==> config.mk <==
export PLATFORM = sky130hd
export DESIGN_NAME = message_scroller
export DESIGN_NICKNAME = d
export VERILOG_FILES = /design/src/rtl/message_scroller.sv
export SDC_FILE = /design/constraint.sdc
export NUM_CORES = 1
export LEC_CHECK = 0
export CAP_MARGIN = 25
export CORE_MARGIN = 1
export CORE_UTILIZATION = 40
export DETAILED_ROUTE_END_ITERATION = 7
export PLACE_DENSITY_LB_ADDON = 0.2
export SYNTH_ARGS = -nofsm -noshare
export SYNTH_HDL_FRONTEND = slang
export SYNTH_SLANG_ARGS = --single-unit
export TNS_END_PERCENT = 50
==> constraint.sdc <==
create_clock -name clk_in -period 5.35 [get_ports clk_in]
set_input_delay 1.07 -clock clk_in [delete_from_list [all_inputs] [get_ports clk_in]]
set_output_delay 1.07 -clock clk_in [all_outputs]
set_load 0.02 [all_outputs]
==> src/rtl/message_scroller.sv <==
// Scrolling message display: a circular buffer of 5-bit character codes viewed
// through a NUM_DIGITS-wide seven-segment window that advances on divider ticks.
module message_scroller #(
    parameter int MSG_LEN    = 16,
    parameter int NUM_DIGITS = 6
) (
    input  logic                       clk_in,
    input  logic                       reset_n,
    input  logic                       enable,
    input  logic                       run,
    input  logic                       dir,
    input  logic                       wr_en,
    input  logic [$clog2(MSG_LEN)-1:0] wr_addr,
    input  logic [4:0]                 wr_char,
    output logic [NUM_DIGITS*7-1:0]    seg_out,
    output logic [$clog2(MSG_LEN)-1:0] pos,
    output logic                       wrap
);
    localparam int            AW         = $clog2(MSG_LEN);
    localparam int            SEG_W      = NUM_DIGITS * 7;
    localparam logic [AW-1:0] POS_MAX    = AW'(MSG_LEN - 1);
    localparam logic [AW:0]   LEN_EXT    = (AW + 1)'(MSG_LEN);
    localparam logic [4:0]    CHAR_BLANK = 5'h10;

    typedef enum logic [1:0] {
        ST_IDLE   = 2'd0,
        ST_SCROLL = 2'd1,
        ST_PAUSED = 2'd2
    } state_e;

    state_e             state_q;
    state_e             state_d;
    logic [AW-1:0]      pos_q;
    logic [AW-1:0]      pos_d;
    logic               wrap_q;
    logic               wrap_d;
    logic [SEG_W-1:0]   seg_q;
    logic [SEG_W-1:0]   seg_d;
    logic [4:0]         buf_q [MSG_LEN];
    logic               tick_s;
    logic               wr_ok_s;

    // Active-low segment pattern, bit order g..a.
    function automatic logic [6:0] seg_decode(input logic [4:0] code);
        logic [6:0] seg;
        case (code)
            5'h00:   seg = 7'h40;
            5'h01:   seg = 7'h79;
            5'h02:   seg = 7'h24;
            5'h03:   seg = 7'h30;
            5'h04:   seg = 7'h19;
            5'h05:   seg = 7'h12;
            5'h06:   seg = 7'h02;
            5'h07:   seg = 7'h78;
            5'h08:   seg = 7'h00;
            5'h09:   seg = 7'h10;
            5'h0A:   seg = 7'h08;
            5'h0B:   seg = 7'h03;
            5'h0C:   seg = 7'h46;
            5'h0D:   seg = 7'h21;
            5'h0E:   seg = 7'h06;
            5'h0F:   seg = 7'h0E;
            5'h11:   seg = 7'h09;
            5'h12:   seg = 7'h47;
            5'h13:   seg = 7'h0C;
            5'h14:   seg = 7'h41;
            5'h15:   seg = 7'h3F;
            default: seg = 7'h7F;
        endcase
        return seg;
    endfunction

    // Buffer index for digit k; one conditional subtract suffices because both
    // operands are already below MSG_LEN, so non-power-of-two lengths work.
    function automatic logic [AW-1:0] win_idx(input logic [AW-1:0] p, input int k);
        logic [AW:0] sum;
        sum = {1'b0, p} + (AW + 1)'(NUM_DIGITS - 1 - k);
        if (sum >= LEN_EXT) begin
            sum = sum - LEN_EXT;
        end else begin
            sum = sum;
        end
        return sum[AW-1:0];
    endfunction

    assign tick_s  = (state_q == ST_SCROLL) && enable;
    assign wr_ok_s = wr_en && ({1'b0, wr_addr} < LEN_EXT);

    // FSM state register.
    always_ff @(posedge clk_in or negedge reset_n) begin
        if (!reset_n) begin
            state_q <= ST_IDLE;
        end else begin
            state_q <= state_d;
        end
    end

    // FSM next-state logic.
    always_comb begin
        state_d = state_q;
        case (state_q)
            ST_IDLE: begin
                if (run) begin
                    state_d = ST_SCROLL;
                end else begin
                    state_d = ST_IDLE;
                end
            end
            ST_SCROLL: begin
                if (!run) begin
                    state_d = ST_PAUSED;
                end else begin
                    state_d = ST_SCROLL;
                end
            end
            ST_PAUSED: begin
                if (run) begin
                    state_d = ST_SCROLL;
                end else begin
                    state_d = ST_PAUSED;
                end
            end
            default: state_d = ST_IDLE;
        endcase
    end

    // FSM outputs: scroll position step and wrap detection.
    always_comb begin
        pos_d  = pos_q;
        wrap_d = 1'b0;
        if (tick_s) begin
            if (dir) begin
                if (pos_q == '0) begin
                    pos_d  = POS_MAX;
                    wrap_d = 1'b1;
                end else begin
                    pos_d  = pos_q - AW'(1);
                    wrap_d = 1'b0;
                end
            end else begin
                if (pos_q == POS_MAX) begin
                    pos_d  = '0;
                    wrap_d = 1'b1;
                end else begin
                    pos_d  = pos_q + AW'(1);
                    wrap_d = 1'b0;
                end
            end
        end else begin
            pos_d  = pos_q;
            wrap_d = 1'b0;
        end
    end

    // FSM outputs: window decode, dark while idle.
    always_comb begin
        seg_d = {SEG_W{1'b1}};
        if (state_q != ST_IDLE) begin
            for (int k = 0; k < NUM_DIGITS; k++) begin
                seg_d[7*k +: 7] = seg_decode(buf_q[win_idx(pos_q, k)]);
            end
        end else begin
            seg_d = {SEG_W{1'b1}};
        end
    end

    // Registered position, wrap pulse and segment outputs.
    always_ff @(posedge clk_in or negedge reset_n) begin
        if (!reset_n) begin
            pos_q  <= '0;
            wrap_q <= 1'b0;
            seg_q  <= {SEG_W{1'b1}};
        end else begin
            pos_q  <= pos_d;
            wrap_q <= wrap_d;
            seg_q  <= seg_d;
        end
    end

    // Message buffer; out-of-range addresses are dropped.
    always_ff @(posedge clk_in or negedge reset_n) begin
        if (!reset_n) begin
            for (int i = 0; i < MSG_LEN; i++) begin
                buf_q[i] <= CHAR_BLANK;
            end
        end else if (wr_ok_s) begin
            buf_q[wr_addr] <= wr_char;
        end else begin
            buf_q <= buf_q;
        end
    end

    assign seg_out = seg_q;
    assign pos     = pos_q;
    assign wrap    = wrap_q;

endmodule

# --- After elaboration in Yosys (flattened, before gate mapping) ---
# Memories as Yosys holds them, arrays and structs flattened.
# Index checks and enable logic that the tools add are counted.
totals:
  in_bits: 15
  rom_bits: 1344
  elab_cells: 113
  memories: 6
  reg_bits: 129
  out_inout_bits: 47
memory_table:
  columns: ["name", "words", "word_bits", "read_ports", "rd_clocked_by_memory_dff", "wr", "line", "source"]
  rows:
  - ["(name not given)", 32, 7, 1, 0, 0, "46", "case (code)"]
  - ["(name not given)", 32, 7, 1, 0, 0, "46", null]
  - ["(name not given)", 32, 7, 1, 0, 0, "46", null]
  - ["(name not given)", 32, 7, 1, 0, 0, "46", null]
  - ["(name not given)", 32, 7, 1, 0, 0, "46", null]
  - ["(name not given)", 32, 7, 1, 0, 0, "46", null]
classes:
  order_cmp: 14
  n_mux: 44
  n_bitwise: 7
  reduce_logical: 6
  n_eq_ne: 3
  n_addsub: 13
op_table:
  columns: ["operator", "count"]
  rows:
  - ["binary-select mux 5 bit (select 4 bit)", 6]
  - ["bitwise mux 80 bit", 1]
  - ["two-way mux 5 bit", 13]
  - [">= comparator 5 bit, second input constant", 12]
  - ["two-way mux 4 bit", 15]
  - ["two-way mux 42 bit", 1]
  - ["NOT 4 -> 5 bit", 7]
  - ["subtractor 4 x 1 -> 4 bit, second input constant", 7]
  - ["demux 5 bit (select 4 bit)", 1]
  - ["adder 4 x 2 -> 5 bit, second input constant", 2]
  - ["adder 4 x 3 -> 5 bit, second input constant", 2]
  - ["adder 4 x 1 -> 5 bit, second input constant", 1]
  - [">= comparator 4 x 5 -> 1 bit, second input constant", 1]
  - ["< comparator 5 x 1 -> 1 bit, second input constant", 1]
  - ["two-way mux 1 bit", 5]
  - ["adder 4 x 1 -> 4 bit, second input constant", 1]
  - ["equality test 4 bit, second input constant", 1]
  - ["logical NOT 4 bit", 1]
  - ["case mux 2 bit (2 select lines)", 1]
  - ["equality test 2 x 1 -> 1 bit, second input constant", 1]
  - ["equality test 2 bit, second input constant", 1]
  - ["logical AND 1 bit", 2]
  - ["logical NOT 2 bit", 1]
  - ["two-way mux 2 bit", 1]
  - ["2 further kinds", 2]

# --- Longest topological paths before layout ---
# Gate-level depths: netlist (run 1).
# An unclocked memory read counts as a cell.
logic_depth:
  ltp_word: 10
  depth_mapped: 21
  depth_no_buf: 13

# --- Worst setup path after synthesis (run 1) ---
# OpenSTA, ideal clock, no wires.
synth_path:
  path_type: "register to register"
  start: "register pos_q[0] (netlist: pos[0])"
  end: "register seg_q[1] (netlist: seg_out[1])"
  t_required_ps: 5256
  setup_ps: 94
  setup_slack_ps: 1046
  arrival_ps: 4210
  stages_incl_launch_ff: 21
  n_path_buf: 9
  synth_period_minus_slack_ps: 4304
  path_cell_list: "dfrtp_1 buf_4 buf_6 buf_2 buf_4 inv_1 ha_1 buf_6 buf_8 buf_6 buf_4 clkbuf_1 a21oi_1 mux4_2 inv_1 ha_1 nor2_1 a22oi_2 o21ai_1 a2111oi_0 a31oi_1"
synth_between:
  elab_chain_cells: 10
  elab_cells_between_ends: 11
  cone_classes: "2 x add/sub; 1 x order compare; 6 x mux; 1 x bitwise; 1 x memory"
synth_rtl:
  columns: ["element", "line", "source"]
  rows:
  - ["start, declared", "33", "logic [AW-1:0] pos_q;"]
  - ["start signal, assigned", "174", "pos_q <= pos_d;"]
  - ["adder 4 x 3 -> 5 bit (*)", "77", "sum = {1'b0, p} + (AW + 1)'(NUM_DIGITS - 1 - k);"]
  - ["subtractor 4 x 1 -> 4 bit or >= comparator 5 bit (tied branches)", "79, 78", null]
  - ["two-way mux 4 bit (*)", "78", "if (sum >= LEN_EXT) begin"]
  - ["two-way mux 4 bit (*)", "158", "if (state_q != ST_IDLE) begin"]
  - ["NOT 4 -> 5 bit (implied by the code) (*)", "160", "seg_d[7*k +: 7] = seg_decode(buf_q[win_idx(pos_q, k)]);"]
  - ["binary-select mux 5 bit (select 4 bit) (*)", "160", null]
  - ["two-way mux 5 bit (implied by the code) (*) (2 in a row)", "160", null]
  - ["memory (32 x 7 bit) (*)", null, null]
  - ["two-way mux 42 bit (*)", "158", null]
  - ["named net seg_d[1]", "38", "logic [SEG_W-1:0] seg_d;"]
  - ["end signal, assigned", "172", "seg_q <= {SEG_W{1'b1}};"]
  - ["end signal, assigned", "176", "seg_q <= seg_d;"]
  - ["end, declared", "37", "logic [SEG_W-1:0] seg_q;"]
# Mark *: on every way through the listed nets, which the timed path passes. The rest lies on a longest branch. The select of a mux whose other input is x is not followed.
# A chain may end at the register's enable or synchronous reset.

# --- Worst setup path after layout (run 1) ---
# Ends and elaborated chain as after synthesis.

==> results.md, run 1 <==
- CP Max Fanout: 29
- Clock slew at reported path FFs: around 0.060 ns
- Initial antenna violation count: 0
- Most instantiated library cell after synthesis: mux2_2
- Gr usage total: 0.2157
- Syn Area/Cell: roughly 11 um2
- Clock Skew: between 0.01 and 0.015 ns
- Worst min-delay path endpoint: buf_q[65]
- DR WL/cell: between 20 and 25 um
- Die Area: about 27,000 um2
- Critical path arrival: about 4.3 ns
- Synth cell count leaders: mux2_2 (96), mux4_2 (87), nor2_1 (79), dfrtp_1 (71), nand2_1 (66)
- Yosys reg bits: around 130
- Nets@finish: 1,020
- Die height: ~160 um
- Main synth FF type: dfrtp_1
- Clock Path Buffers: 2
- Synth Warn #: 0
- TNS Setup: 0 ns
- Post-CTS Setup Inserts: 0
- Post-Route WL: about 27,000 um
- Run status: completed
- F_max: between 0.2 and 0.3 GHz
- Final Max Tran Viols: 0
- Register area share after synthesis: 0.3183
- Worst slew pin tran: roughly 0.99 ns
- Max-cap violations: 0
- Die W: about 160 um
- Synth cell types: between 70 and 80
- Mapped Area: 10,370 um2
- Ratio of cells with drive above 1 in the final layout: 0.3254
- Startpoint Class: register
- Clock Root Buffer: clkbuf_16
- Share of the synthesized area in the top cell type: 0.1889
- Largest net degree at the start of global routing: 56
- Tmin final: about 4 ns
- First-pass GRT wire length: 43,320 um
- Drt pass-1 iters: 5
- TritonCTS clock tree: built
- Number of global-route vias before repair: ~7,300
- Clock Latency Late Sink: approximately 0.44 ns
- Worst Hold Depth: 1
- RSZ-0062 raised after global routing: false
- DP HPWL: a little under 20,000 um
- Largest cells by area after synthesis: mux4_2 (19%), dfrtp_1 (17%), dfstp_2 (15%)
- Rows: 58
- Total CTS buffers: 17
- GPL Wtd Cong: roughly 0.86
- Port bufs: 61
- Async SR Flop Fraction: 1.000
- Area growth syn-to-layout: 13.43%
- Relative slew slack: 0.3368
- CP Capture Type: register
- Via count: between 7,000 and 8,000
- Hold violation count in the final report: 0
- Residual overflow from global routing: 0
- Diodes inserted: 0
- Drc violations: 0
- Post-route antenna net violation count: 0
- Mapped Cells: about 910
- R2R setup slack: 1.39 ns
- Hold buffers post-CTS: 0
- Terminus of the critical flop-to-flop path: seg_out[1]
- Core box area: 25,330 um2
- # setup viols final: 0
- HP Start: buf_q[65]
- Vias per cell: a little under 6
- Synth Net Count: about 980
- Post-synth EDFFs: 0
- Path category of the worst min-delay check: register to register
- WS Path Type: register to register
- Largest area contributor in the netlist: mux4_2
- PostCTS Resize Cnt: 0
- Initial Util: 0.4094
- Fin crit share: 0.7399
- CTS H-tree lvls: 4
- Iteration-0 DRC Markers: 768
- R2R depth: 12
- Sink Count: 129
- I/O pin count: 62
- Req. time, crit path: about 5.7 ns
- Worst r2r src: pos[0]
[cell families (layout without fill, tap and decap cells)]
| family | after synthesis | in the layout | synth area share |
|---|---|---|---|
| AO/OA/AOI/OAI | 166 | 166 | 0.1023 |
| AND/OR/NAND/NOR | 229 | 229 | 0.1027 |
| XOR/XNOR | 12 | 12 | 0.01412 |
| buffers and inverters | 84 | 135 | 0.04513 |
| multiplexers | 235 | 235 | 0.3499 |
| adder cells (fa/ha/maj) | 56 | 56 | 0.06757 |
| flip-flops | 129 | 129 | 0.3183 |
[cells in the final DEF (no fill, tap or decap), drive strengths merged, types with 4 or more instances in the layout]
cell type        n
and2             5
o21bai           5
nor2            80
o211ai           8
ha              56
nand3b           5
xnor2            7
nor3b            5
buf             15
clkinv           7
clkdlybuf4s50   60
a211oi           4
o21ai           29
a22oi           15
nand2           67
or2              4
dfrtp           71
dfstp           58
clkbuf          19
mux2i           47
nand2b          12
and3             5
mux2           101
bufinv           4
nor2b           10
a21oi           59
xor2             5
or3              4
nor3             8
mux4            87
inv             27
nand3           20
a31oi            8
o21a             6
[flip-flops by register name, summed over array words and instances (netlist names)]
name,count
seg_out,42
wrap,1
pos,4
buf_q,80
state_q,2
[worst max path at each step]
stage	start	to	slack [ns]	cells past startpoint
global route	pos[0]	seg_out[1]	1.05	12
finish	pos[0]	seg_out[1]	1.39	12
CTS	pos[0]	seg_out[1]	1.44	12
detailed placement	pos[0]	seg_out[1]	1.44	12
global placement	pos[0]	seg_out[1]	1.57	12
floorplan	pos[0]	seg_out[1]	1.05	20
[cell type report]
| cell class | instances | area [um2] |
|---|---|---|
| fill | 2295 | 13560 |
| multi-input combinational | 698 | 6604 |
| sequential | 129 | 3306 |
| timing repair buffer | 75 | 713.2 |
| clock buffer | 19 | 432.9 |
| tap | 330 | 412.9 |
| clock inverter | 13 | 187.7 |
| inverter | 28 | 106.4 |
[worst max-delay path, stage by stage, from the launching register on]
cell and delay (ns):
dfrtp_4 0.48, inv_1 0.08, ha_2 0.79, buf_4 0.39
a21oi_1 0.13, mux4_2 0.64, inv_1 0.19, ha_1 0.23
nor2_1 0.08, a22oi_2 0.23, o21ai_1 0.10, a2111oi_0 0.42
a31oi_1 0.08
[metal layers]
metal,global-route usage,part of all wire,up-vias
met1,0.3072,0.46,3905
met2,0.3207,0.46,240
met3,0.04469,0.057,43
met4,0.08199,0.026,0
li1,-,-,3510
met5,0,0,-
[per-stage QoR]
step,instance area (um2),hold slack (ns),setup slack (ns),std cells,util
global route,11760,0.5789,1.054,1292,0.4644
finish,11760,0.5560,1.392,1292,0.4644
detailed placement,11140,0.5367,1.443,1260,0.4399
floorplan,10370,0.5084,1.046,911,-
global placement,11140,0.5279,1.573,1260,0.4399
CTS,11760,0.5530,1.441,1292,0.4644
Power of run 1 is left out: the tool's default activity adds up to more than one toggle a clock period on the data nets, which glitch-free logic cannot reach.
==> run 2: changes to the inputs <==
- clock period: 5.35 -> 3.73 ns (I/O delays scaled with it)
==> run 2 against run 1 <==
- clock skew shrank 0.0022 ns
- first-iteration DRC count shrank 8.2%
- global-route usage shrank 0.077 points
- via count shrank 0.84%
- final area grew 1.0%
- critical path type unchanged
- largest cell class unchanged
==> results.md, run 2 (synthesized netlist as in run 1, its figures left out) <==
- TritonCTS clock tree: built
- Relative slew slack: 0.5319 (+0.1951)
- Critical path arrival: 3.65 ns (-0.65 ns)
- Area growth syn-to-layout: 14.58%
- RSZ-0062 raised after global routing: false
- Die height: 163.0 um (unchanged)
- Vias per cell: 5.872 (-1.5%)
- Drt pass-1 iters: 5 (unchanged)
- Hold violation count in the final report: 0 (unchanged)
- Core box area: 25,330 um2 (unchanged)
- Biggest register: buf_q
- Most frequent cells in the layout: mux2_2 (96), mux4_2 (87), nor2_1 (79)
- Nets@finish: 1,028 (+0.78%)
- CP Capture Type: register
- Die W: 163.0 um (unchanged)
- Final Max Tran Viols: 0 (unchanged)
- Diodes inserted: 0 (unchanged)
- DP HPWL: 20,160 um (+4.3%)
- Port bufs: 61 (unchanged)
- TNS Setup: 0 ns (unchanged)
- I/O pin count: 62 (unchanged)
- Worst slew pin tran: 0.6996 ns (-0.2916 ns)
- Req. time, crit path: 4.07 ns (-1.62 ns)
- Tmin final: 3.315 ns (-0.6437 ns)
- Gr usage total: 0.2149 (-0.0007696)
- F_max: 0.3017 GHz (+19%)
- Most common cell after layout, fill and taps aside: mux2_2
- Initial antenna violation count: 0 (unchanged)
- CP dominant cell by count: nor2_1
- CP Max Fanout: 52 (+79%)
- Sink Count: 129 (unchanged)
- CTS H-tree lvls: 4 (unchanged)
- Iteration-0 DRC Markers: 705 (-8.2%)
- DR WL/cell: 20.63 um (-2.1%)
- Post-route antenna net violation count: 0 (unchanged)
- WS Path Type: register to register
- Via count: 7,633 (-0.84%)
- Ratio of cells with drive above 1 in the final layout: 0.3361 (+0.01072)
- Clock Path Buffers: 2 (unchanged)
- First-pass GRT wire length: 43,550 um (+0.52%)
- # setup viols final: 0 (unchanged)
- Drc violations: 0 (unchanged)
- PostCTS Resize Cnt: 0 (unchanged)
- Startpoint Class: register
- Hold buffers post-CTS: 0 (unchanged)
- Post-Route WL: 26,810 um (-1.5%)
- Clock slew at reported path FFs: 0.07 ns (about the same)
- Largest net degree at the start of global routing: 53 (-5.4%)
- Clock Root Buffer: clkbuf_16
- Max-cap violations: 0 (unchanged)
- Critical path buffers and inverters: 2 (-1)
- Initial Util: 0.4094 (unchanged)
- Clock Latency Late Sink: 0.43 ns (about the same)
- Residual overflow from global routing: 0 (unchanged)
- Path category of the worst min-delay check: primary input to async pin
- Post-CTS Setup Inserts: 0 (unchanged)
- GPL Wtd Cong: 0.8879 (+3.4%)
- Rows: 58 (unchanged)
- Fin crit share: 0.8886 (+0.1488)
- Top delay family on crit path: multiplexers
- Max incr delay on CP: 0.63 ns (-0.16 ns)
- Cells along the critical path: buf_12 > mux2_2 > nor2_1 > a21oi_1 > mux4_2 > inv_1 > ha_4 > nor2_1 > a22oi_2 > o21ai_1 > a2111oi_0 > a31oi_1
- Number of global-route vias before repair: 7,402 (+0.98%)
- Die Area: 26,570 um2 (unchanged)
- Max reg flops: 80 (unchanged)
- CP max-delay cell: mux4_2
- Run status: completed
- Total CTS buffers: 17 (unchanged)
- Clock Skew: 0.008519 ns (-0.002191 ns)
## run 2: cell count changes in the layout (fill, tap and decap cells not counted), moves of 2 or more
cell	change
clkinv_2	-2
inv_6	+3
inv_1	-3
buf_4	+5
clkinv_4	-4
inv_2	+3
ha_4	+2
buf_12	+3
inv_8	+2
clkinvlp_4	+2
## run 2: layout make-up
| cell class | instances | area (um2) |
|---|---|---|
| clock buffers | 19 | 442.9 |
| fillers | 2315 | 13450 |
| inverters | 28 | 106.4 |
| repair buffers | 83 | 810.8 |
| clock inverters | 13 | 176.4 |
| multi-input cells | 698 | 6626 |
| well taps | 330 | 412.9 |
| flip-flops and latches | 129 | 3306 |
## run 2: worst reg2reg max path: cells and delay by family (launching register included)
kind | cells | cell delay [ns]
compound gates | 5 | 0.82
fa+ha+maj | 1 | 0.17
buf+inv | 2 | 0.53
flops | 1 | 0.49
mux | 2 | 1.08
simple gates | 2 | 0.14
## run 2: worst paths after layout
path | startpoint | end | cells after the start | slack (ns)
worst min register to register | buf_q[61] | buf_q[61] | 1 | 0.57
worst max register to register | pos[0] | seg_out[1] | 12 | 0.42
worst min-delay path | reset_n | buf_q[61] | 1 | 0.37
worst max-delay path | pos[0] | seg_out[1] | 12 | 0.42
min in group clk_in | buf_q[61] | buf_q[61] | 1 | 0.57
max in group asynchronous | reset_n | buf_q[54] | 2 | 2.54
## run 2: routing by layer
| layer | vias up | GRT usage | wire (um) |
|---|---|---|---|
| li1 | 3521 | - | - |
| met1 | 3842 | 0.3141 | 12710 |
| met2 | 244 | 0.3269 | 12300 |
| met3 | 26 | 0.03555 | 1400 |
| met4 | 0 | 0.05990 | 404 |
| met5 | - | 0 | 0 |
## run 2: metrics by stage
| step | std cells | instance area [um2] | setup WS [ns] | utilization | hold slack (ns) |
|---|---|---|---|---|---|
| 2_1_floorplan | 911 | 10450 | 0.006613 | - | 0.4504 |
| 3_3_place_gp | 1268 | 11260 | 0.5404 | 0.4447 | 0.5506 |
| 3_5_place_dp | 1268 | 11260 | 0.4749 | 0.4447 | 0.5563 |
| 4_1_cts | 1300 | 11880 | 0.4654 | 0.4691 | 0.3776 |
| 5_1_grt | 1300 | 11880 | 0.1011 | 0.4691 | 0.4206 |
| 6_report | 1300 | 11880 | 0.4155 | 0.4691 | 0.3653 |
Power of run 2 is left out for the same reason.
==> run 3: changes to the inputs <==
- SETUP_SLACK_MARGIN: unset -> 0.02
==> run 3 against run 2 <==
- utilization about the same
- die area unchanged
- clock-buffer cell count decreased by 1
- hold slack got worse by 0.032 ns
- global-route usage decreased by 0.30 points
- sequential cell count unchanged
- first-iteration DRC count decreased by 12%
- clock skew increased by 0.0046 ns
- worst setup slack improved by 0.093 ns
- routed wire length increased by 0.77%
- register-to-register slack improved by 0.09 ns
- critical path type unchanged
- largest cell class unchanged
- highest routed layer unchanged
==> results.md, run 3 (synthesized netlist as in run 1, its figures left out) <==
- Rows: 58 (unchanged)
- DR WL met2: 12,150 um (-1.2%)
- Req. time, crit path: 4.08 ns (about the same)
- Top layer in use: met4
- Most common cell after layout, fill and taps aside: mux2_2
- Fin crit share: 0.8637 (-0.02487)
- Residual overflow from global routing: 0 (unchanged)
- Post-Route WL: 27,020 um (+0.77%)
- Largest net degree at the start of global routing: 76 (+43%)
- Place WS: 0.5256 ns (+0.05064 ns)
- Met3 WL: 1638 um (+17%)
- Cells along the critical path: buf_12 > mux2_2 > nor2_1 > a21oi_1 > mux4_2 > inv_1 > ha_4 > nor2_1 > a22oi_2 > o21ai_1 > a2111oi_0 > a31oi_1
- Die W: 163.0 um (unchanged)
- Diodes inserted: 0 (unchanged)
- Clock Skew: 0.01316 ns (+0.004646 ns)
- Sink Count: 129 (unchanged)
- Max incr delay on CP: 0.63 ns (about the same)
- Placed inst area: 11,300 um2 (+0.32%)
- F_max: 0.3104 GHz (+2.9%)
- Filler Cell Count: 2,282 (-1.4%)
- Via count: 7,725 (+1.2%)
- Clock Latency Late Sink: 0.44 ns (about the same)
- Relative slew slack: 0.4606 (-0.07132)
- Vias per cell: 5.933 (+1.0%)
- Startpoint Class: register
- Total CTS buffers: 17 (unchanged)
- CP max-delay cell: mux4_2
- Number of global-route vias before repair: 7,112 (-3.9%)
- Routed metal-1 wirelength: 12,690 um (-0.15%)
- I/O pin count: 62 (unchanged)
- Clock slew at reported path FFs: 0.06 ns (about the same)
- Post-CTS Setup Inserts: 0 (unchanged)
- First-pass GRT wire length: 42,540 um (-2.3%)
- WS Path Type: register to register
- Drt pass-1 iters: 6 (+1)
- Hold violation count in the final report: 0 (unchanged)
- Most frequent cells in the layout: mux2_2 (96), mux4_2 (87), nor2_1 (79)
- Max reg flops: 80 (unchanged)
- Die height: 163.0 um (unchanged)
- Run status: completed
- CP Max Fanout: 32 (-38%)
- Ratio of cells with drive above 1 in the final layout: 0.3385 (+0.002395)
- Max-cap violations: 0 (unchanged)
- # setup viols final: 0 (unchanged)
- Worst slew pin tran: 0.8062 ns (+0.1066 ns)
- Fin area: 11,880 um2 (about the same)
- Port bufs: 61 (unchanged)
- DP HPWL: 19,820 um (-1.7%)
- RSZ-0062 raised after global routing: false
- Core box area: 25,330 um2 (unchanged)
- PostCTS Resize Cnt: 0 (unchanged)
- Gr usage total: 0.2119 (-0.003007)
- CTS H-tree lvls: 4 (unchanged)
- TNS Setup: 0 ns (unchanged)
- Drc violations: 0 (unchanged)
- Clock Root Buffer: clkbuf_16
- Hold buffers post-CTS: 0 (unchanged)
- CP Capture Type: register
- Critical path arrival: 3.57 ns (-0.08 ns)
- GPL Wtd Cong: 0.8967 (+0.99%)
- Initial Util: 0.4094 (unchanged)
- Area growth syn-to-layout: 14.59% (about the same)
- Biggest register: buf_q
- Final Max Tran Viols: 0 (unchanged)
- DR WL/cell: 20.75 um (+0.62%)
- Post-route antenna net violation count: 0 (unchanged)
- TritonCTS clock tree: built
- Iteration-0 DRC Markers: 623 (-12%)
- Nets@finish: 1,030 (+0.19%)
- Path category of the worst min-delay check: primary input to async pin
- Initial antenna violation count: 0 (unchanged)
- CP dominant cell by count: nor2_1
- Die Area: 26,570 um2 (unchanged)
- Tmin final: 3.222 ns (-0.09275 ns)
- Final setup margin: 0.5082 ns (+0.09275 ns)
- Clock Path Buffers: 2 (unchanged)
-- run 3: cell types whose count changed in the layout (fill, tap and decap cells not counted) --
| cell | previous run | this run |
|---|---|---|
| buf_12 | 3 | 4 |
| buf_6 | 0 | 1 |
| bufinv_16 | 3 | 1 |
| clkbuf_1 | 1 | 0 |
| clkinv_4 | 0 | 2 |
| clkinvlp_4 | 5 | 3 |
| inv_2 | 6 | 4 |
| inv_4 | 0 | 2 |
| inv_6 | 3 | 6 |
-- run 3: layout make-up --
class	instances	area, um2	area share
multi-input combinational	698	6626	0.5577
sequential	129	3306	0.2782
timing repair buffer	85	842.1	0.07086
clock buffer	18	439.2	0.03696
tap	330	412.9	0.03475
clock inverter	14	145.1	0.01221
inverter	28	111.4	0.009371
-- run 3: metrics by stage --
stage	hold WS, ns	utilization	cells
final	0.3330	0.4692	1302
after global placement	0.5348	0.4461	1270
after floorplan	0.4504	-	911
after CTS	0.3821	0.4692	1302
after detailed placement	0.5375	0.4461	1270
after global routing	0.3889	0.4692	1302
-- run 3: critical path, delay by kind of cell (launching register included) --
kind,cells,cell delay [ns]
adders and majority gates,1,0.17
DFF,1,0.51
buffers and inverters,2,0.46
and+or+nand+nor,2,0.14
muxes,2,1.01
AOI/OAI and AO/OA,5,0.80
-- run 3: per-layer routing --
layer	track usage	vias to the layer above
met2	0.3097	296
met4	0.06797	0
li1	-	3527
met5	0	-
met3	0.04114	31
met1	0.3134	3871
-- run 3: final timing paths --
| kind | start | end | slack, ns | cells past startpoint |
|---|---|---|---|---|
| worst max-delay path | pos[0] | seg_out[1] | 0.51 | 12 |
| worst min-delay path | reset_n | buf_q[56] | 0.33 | 1 |
| worst max register to register | pos[0] | seg_out[1] | 0.51 | 12 |
| worst min register to register | buf_q[61] | buf_q[61] | 0.55 | 1 |
| max in group asynchronous | reset_n | seg_out[31] | 2.63 | 2 |
| min in group clk_in | buf_q[61] | buf_q[61] | 0.55 | 1 |
Power of run 3 is left out for the same reason.
==> edit 1 (config.mk and constraints of run 2) <==
Set the parameter `NUM_DIGITS` to 12 (it was 6).
--- a/src/rtl/message_scroller.sv
+++ b/src/rtl/message_scroller.sv
@@ -2,7 +2,7 @@
 // through a NUM_DIGITS-wide seven-segment window that advances on divider ticks.
 module message_scroller #(
     parameter int MSG_LEN    = 16,
-    parameter int NUM_DIGITS = 6
+    parameter int NUM_DIGITS = 12
 ) (
     input  logic                       clk_in,
     input  logic                       reset_n,
Ports: changed (resized seg_out); port bits go from 62 to 104. The function was not compared with the original's and may differ.
==> edit 1 against run 2 <==
  * Worst setup slack got worse by 0.16 ns
  * Non-clock buffer count increased by 61
  * Sequential cell count increased by 42
  * Routed wire length increased by 56%
  * Critical path depth decreased by 4
  * Area after synthesis increased by 44%
  * Design area increased by 44%
  * Synthesized cell count increased by 50%
  * First-iteration DRC count increased by 34%
Power is left out: the tool's default activity adds up to more than one toggle a clock period on the data nets, which glitch-free logic cannot reach.
==> edit 1: results (changes against run 2) <==
[cts]
clk_pin_slew_ns = 0.08
ctsResizeCount = 0  ; unchanged
worstSkewPairLatency_ns = 0.45  ; was 0.43 ns
cts_setup_buffers = 0  ; unchanged
clockBufferDepth = 2  ; unchanged

[synth]
syn_inst = 1369  ; was 911
ys_top_cells_by_area = dfstp_2 18%, mux4_2 17%, dfrtp_1 12%  ; was mux4_2 19%, dfrtp_1 17%, dfstp_2 15%
ys_types = 77  ; was 75
synthesis.nets = 1491  ; was 982
synth_common_cells = 119 x mux2_2, 115 x mux4_2, 107 x ha_1  ; was 96 x mux2_2, 87 x mux4_2, 79 x nor2_1
seq_area_frac_synth = 0.295  ; was 0.318
async_flop_share = 1.00  ; unchanged
synthFlopType = dfstp_2  ; was dfrtp_1
yosys_warnings = 0  ; unchanged

[sta]
period_minus_slack_ns = 3.47  ; was 3.31 ns
final.setup_skew_ns = 0.0163  ; was 0.00852 ns
tightest_slew_ns = 0.819  ; was 0.700 ns
hold_ws_ns = 0.350  ; was 0.365 ns

[route]
wl_um = 41900  ; was 26800 µm
drt-pass1-iter-count = 5  ; unchanged
viasPerCell = 6.03  ; was 5.87
dr.first_iter.drc_count = 942  ; was 705

[global_routing]
grtUsageTotal = 0.222  ; was 0.215
grt_max_degree = 83  ; was 53
grt_pass1_vias = 10983  ; was 7402
grt_pass1_wl_um = 65400  ; was 43500 µm

[finish]
drive_gt1_frac = 0.296  ; was 0.336
largest_reg_flops = 84  ; was 80
nets = 1570  ; was 1028
fin_cells = 1929  ; was 1300
antenna-diode-count = 0  ; unchanged

[critical_path]
reg2reg_slack_ns = 0.26  ; was 0.42 ns
reg2reg_to = seg_out[35]  ; was seg_out[1]
worstPathArrival_ns = 3.83  ; was 3.65 ns
cpLargestDelayFamily = multiplexers  ; unchanged
slowest_delay_ns = 0.66  ; was 0.63 ns
ff2ff_path_depth = 8  ; was 12
critical_path.max_fanout = 75  ; was 52

[placement]
port_buffers = 103  ; was 61
dpl.hpwl_um = 31800  ; was 20200 µm
dp_slack_ns = 0.331  ; was 0.475 ns
finalWeightedCongestion = 0.916  ; was 0.888

[min_path]
hp-class = input port to asynchronous set/reset pin  ; unchanged

[status]
status = finished clean  ; unchanged

## edit 1: cell count changes after synthesis, sizes merged, moves of 9 or more
cell    delta
a21oi     +28
mux4      +32
o21ai     +36
ha        +51
mux2      +19
a22oi      -9
buf       +12
nand2     +36
dfstp     +42
nor2      +19
clkbuf    +16
mux2i     +61
inv       +31
## edit 1: how the worst max path moves through the flow
stage / from / to
3_3_place_gp: pos[0] / seg_out[34]
2_1_floorplan: pos[1] / seg_out[56]
5_1_grt: pos[0] / seg_out[34]
6_report: pos[0] / seg_out[35]
3_5_place_dp: pos[0] / seg_out[35]
4_1_cts: pos[0] / seg_out[35]
## edit 1: layer usage
metal / share of wire / vias to the layer above / track usage
li1: - / 5306 / -
met1: 0.46 / 5858 / 0.318
met2: 0.46 / 419 / 0.349
met3: 0.058 / 47 / 0.0330
met4: 0.020 / 0 / 0.0647
met5: 0 / - / 0
## edit 1: cell families after synthesis
group	count (synthesis)	synth area share
compound gates	286	0.122
xor+xnor	15	0.0116
fa+ha+maj	107	0.0896
flops	171	0.295
mux	347	0.346
simple gates	299	0.0916
buf+inv	144	0.0442
## edit 1: area by class of cell
class / instances / area [µm²]
Clock buffer: 18 / 429
Inverter: 60 / 225
Fill cell: 3348 / 19600
Multi-Input combinational cell: 1054 / 9920
Clock inverter: 14 / 134
Tap cell: 468 / 586
Timing Repair Buffer: 144 / 1380
Sequential cell: 171 / 4410
## edit 1: per-stage QoR
step	util	area (µm²)
finish	0.465	17100
global route	0.465	17100
CTS	0.465	17100
detailed placement	0.450	16500
global placement	0.450	16500
floorplan	-	15000
==> edit 2 (flow settings as in run 2) <==
Made on the original files. Register the inputs `enable`, `run`, `dir`, `wr_en`, `wr_addr` and `wr_char` before use. The logic sees them one clock later.
--- a/src/rtl/message_scroller.sv
+++ b/src/rtl/message_scroller.sv
@@ -27,6 +27,22 @@
         ST_SCROLL = 2'd1,
         ST_PAUSED = 2'd2
     } state_e;
+
+    logic enable_q;
+    logic run_q;
+    logic dir_q;
+    logic wr_en_q;
+    logic [$clog2(MSG_LEN)-1:0] wr_addr_q;
+    logic [4:0] wr_char_q;
+
+    always_ff @(posedge clk_in) begin
+        enable_q  <= enable;
+        run_q     <= run;
+        dir_q     <= dir;
+        wr_en_q   <= wr_en;
+        wr_addr_q <= wr_addr;
+        wr_char_q <= wr_char;
+    end
 
     state_e             state_q;
     state_e             state_d;
@@ -83,8 +99,8 @@
         return sum[AW-1:0];
     endfunction
 
-    assign tick_s  = (state_q == ST_SCROLL) && enable;
-    assign wr_ok_s = wr_en && ({1'b0, wr_addr} < LEN_EXT);
+    assign tick_s  = (state_q == ST_SCROLL) && enable_q;
+    assign wr_ok_s = wr_en_q && ({1'b0, wr_addr_q} < LEN_EXT);
 
     // FSM state register.
     always_ff @(posedge clk_in or negedge reset_n) begin
@@ -100,21 +116,21 @@
         state_d = state_q;
         case (state_q)
             ST_IDLE: begin
-                if (run) begin
+                if (run_q) begin
                     state_d = ST_SCROLL;
                 end else begin
                     state_d = ST_IDLE;
                 end
             end
             ST_SCROLL: begin
-                if (!run) begin
+                if (!run_q) begin
                     state_d = ST_PAUSED;
                 end else begin
                     state_d = ST_SCROLL;
                 end
             end
             ST_PAUSED: begin
-                if (run) begin
+                if (run_q) begin
                     state_d = ST_SCROLL;
                 end else begin
                     state_d = ST_PAUSED;
@@ -129,7 +145,7 @@
         pos_d  = pos_q;
         wrap_d = 1'b0;
         if (tick_s) begin
-            if (dir) begin
+            if (dir_q) begin
                 if (pos_q == '0) begin
                     pos_d  = POS_MAX;
                     wrap_d = 1'b1;
@@ -184,7 +200,7 @@
                 buf_q[i] <= CHAR_BLANK;
             end
         end else if (wr_ok_s) begin
-            buf_q[wr_addr] <= wr_char;
+            buf_q[wr_addr_q] <= wr_char_q;
         end else begin
             buf_q <= buf_q;
         end
Function: changed (a bounded check fails within 4 cycles, from zero or initial values and one cycle with reset_n low).
==> edit 2 against run 2 <==
  * Maximum frequency fell by 0.51%
  * Sequential cell count rose by 13
  * Non-clock buffer count down 2
  * Routed wire length fell by 0.72%
  * Synthesized cell count is 10% lower
  * Count of clock-buffer cells in the layout did not move
  * Clock skew grew 0.0055 ns
  * Worst setup slack got worse by 0.017 ns
  * Area after synthesis grew 0.97%
  * Design area is 0.83% higher
  * Critical path type unchanged
Power is not shown: default switching activity piles up to over one toggle a cycle in this logic, so the estimate is an artifact.
==> edit 2: results (changes against run 2) <==
[status]
status = finished clean  ; unchanged

[synth]
syn_inst = 816  ; was 911
synthesis.nets = 887  ; was 982
seq_area_frac_synth = 0.340  ; was 0.318
synth_compound_area_frac = 0.0893  ; was 0.102
synthFlopType = dfrtp_1  ; unchanged
synth_adder_area_share = 0.0669  ; was 0.0676
synth_mux_area_frac = 0.380  ; was 0.350
ys_types = 78  ; was 75
synth_common_cells = 104 x mux4_2, 92 x mux2_2, 71 x dfrtp_1  ; was 96 x mux2_2, 87 x mux4_2, 79 x nor2_1
ys_top_cells_by_area = mux4_2 22%, dfrtp_1 17%, dfstp_2 15%  ; was mux4_2 19%, dfrtp_1 17%, dfstp_2 15%
async_flop_share = 0.908  ; was 1.00
synth_xor_area_frac = 0.0136  ; was 0.0141

[placement]
finalWeightedCongestion = 0.928  ; was 0.888
dpl.hpwl_um = 19600  ; was 20200 µm
dp_slack_ns = 0.315  ; was 0.475 ns
dp.cells = 1178  ; was 1268
placed_cell_area_mm2 = 0.0114  ; was 0.0113 mm²
port_buffers = 61  ; unchanged

[critical_path]
start_kind = flip-flop  ; unchanged
critical_path.max_fanout = 20  ; was 52
worstPathArrival_ns = 3.69  ; was 3.65 ns
cp-startpoint = pos[0]  ; unchanged

[global_routing]
grtUsageTotal = 0.208  ; was 0.215
grt_pass1_wl_um = 42200  ; was 43500 µm
grt_pass1_vias = 7208  ; was 7402
use_met3 = 0.0386  ; was 0.0356
antenna_found_initial = 0  ; unchanged
grt_max_degree = 78  ; was 53
grtUsageMet1 = 0.307  ; was 0.314
met2_usage = 0.313  ; was 0.327

[route]
wl_per_cell_um = 22.0  ; was 20.6 µm
wl_met3_um = 1700  ; was 1400 µm
m1WireLength_um = 12300  ; was 12700 µm
wl_um = 26600  ; was 26800 µm
met2_length_um = 12300  ; about the same
drt-pass1-iter-count = 5  ; unchanged
vias = 7371  ; was 7633
dr.first_iter.drc_count = 549  ; was 705

[finish]
largest_reg_flops = 80  ; unchanged
drive_gt1_frac = 0.376  ; was 0.336
nets = 939  ; was 1028
top_register = buf_q  ; unchanged

[cts]
clockBufferDepth = 2  ; unchanged
cts_setup_buffers = 0  ; unchanged
cts_root_buf = clkbuf_16  ; unchanged
ctsResizeCount = 0  ; unchanged
clk_pin_slew_ns = 0.06

[sta]
final.setup_skew_ns = 0.0141  ; was 0.00852 ns
slew_headroom = 0.472  ; was 0.532

==> edit 2: area by class of cell <==
type                       count  area [µm²]
fill                        2320       13400
multi-input combinational    596        6530
sequential                   142        3570
timing repair buffer          81         796
clock buffer                  19         443
tap                          330         413
inverter                      30         120
clock inverter                13         115
==> edit 2: path summary, 6_finish.rpt <==
path | end | slack (ns) | cells past startpoint
max reg2reg | seg_out[32] | 0.40 | 9
min reg2reg | state_q[1] | 0.43 | 1
min | state_q[0] | 0.22 | 1
max | seg_out[32] | 0.40 | 9
max in group asynchronous | buf_q[29] | 2.74 | 2
min in group clk_in | state_q[1] | 0.43 | 1
==> edit 2: critical path, cell delays in order, from the launching register on <==
cell and delay [ns]:
dfrtp_4 0.52, buf_4 0.25, ha_1 0.29, xnor2_2 0.63, mux4_2 0.69, inv_1 0.16, ha_1 0.21, o21a_1 0.16
o21ai_1 0.08, a221o_1 0.26
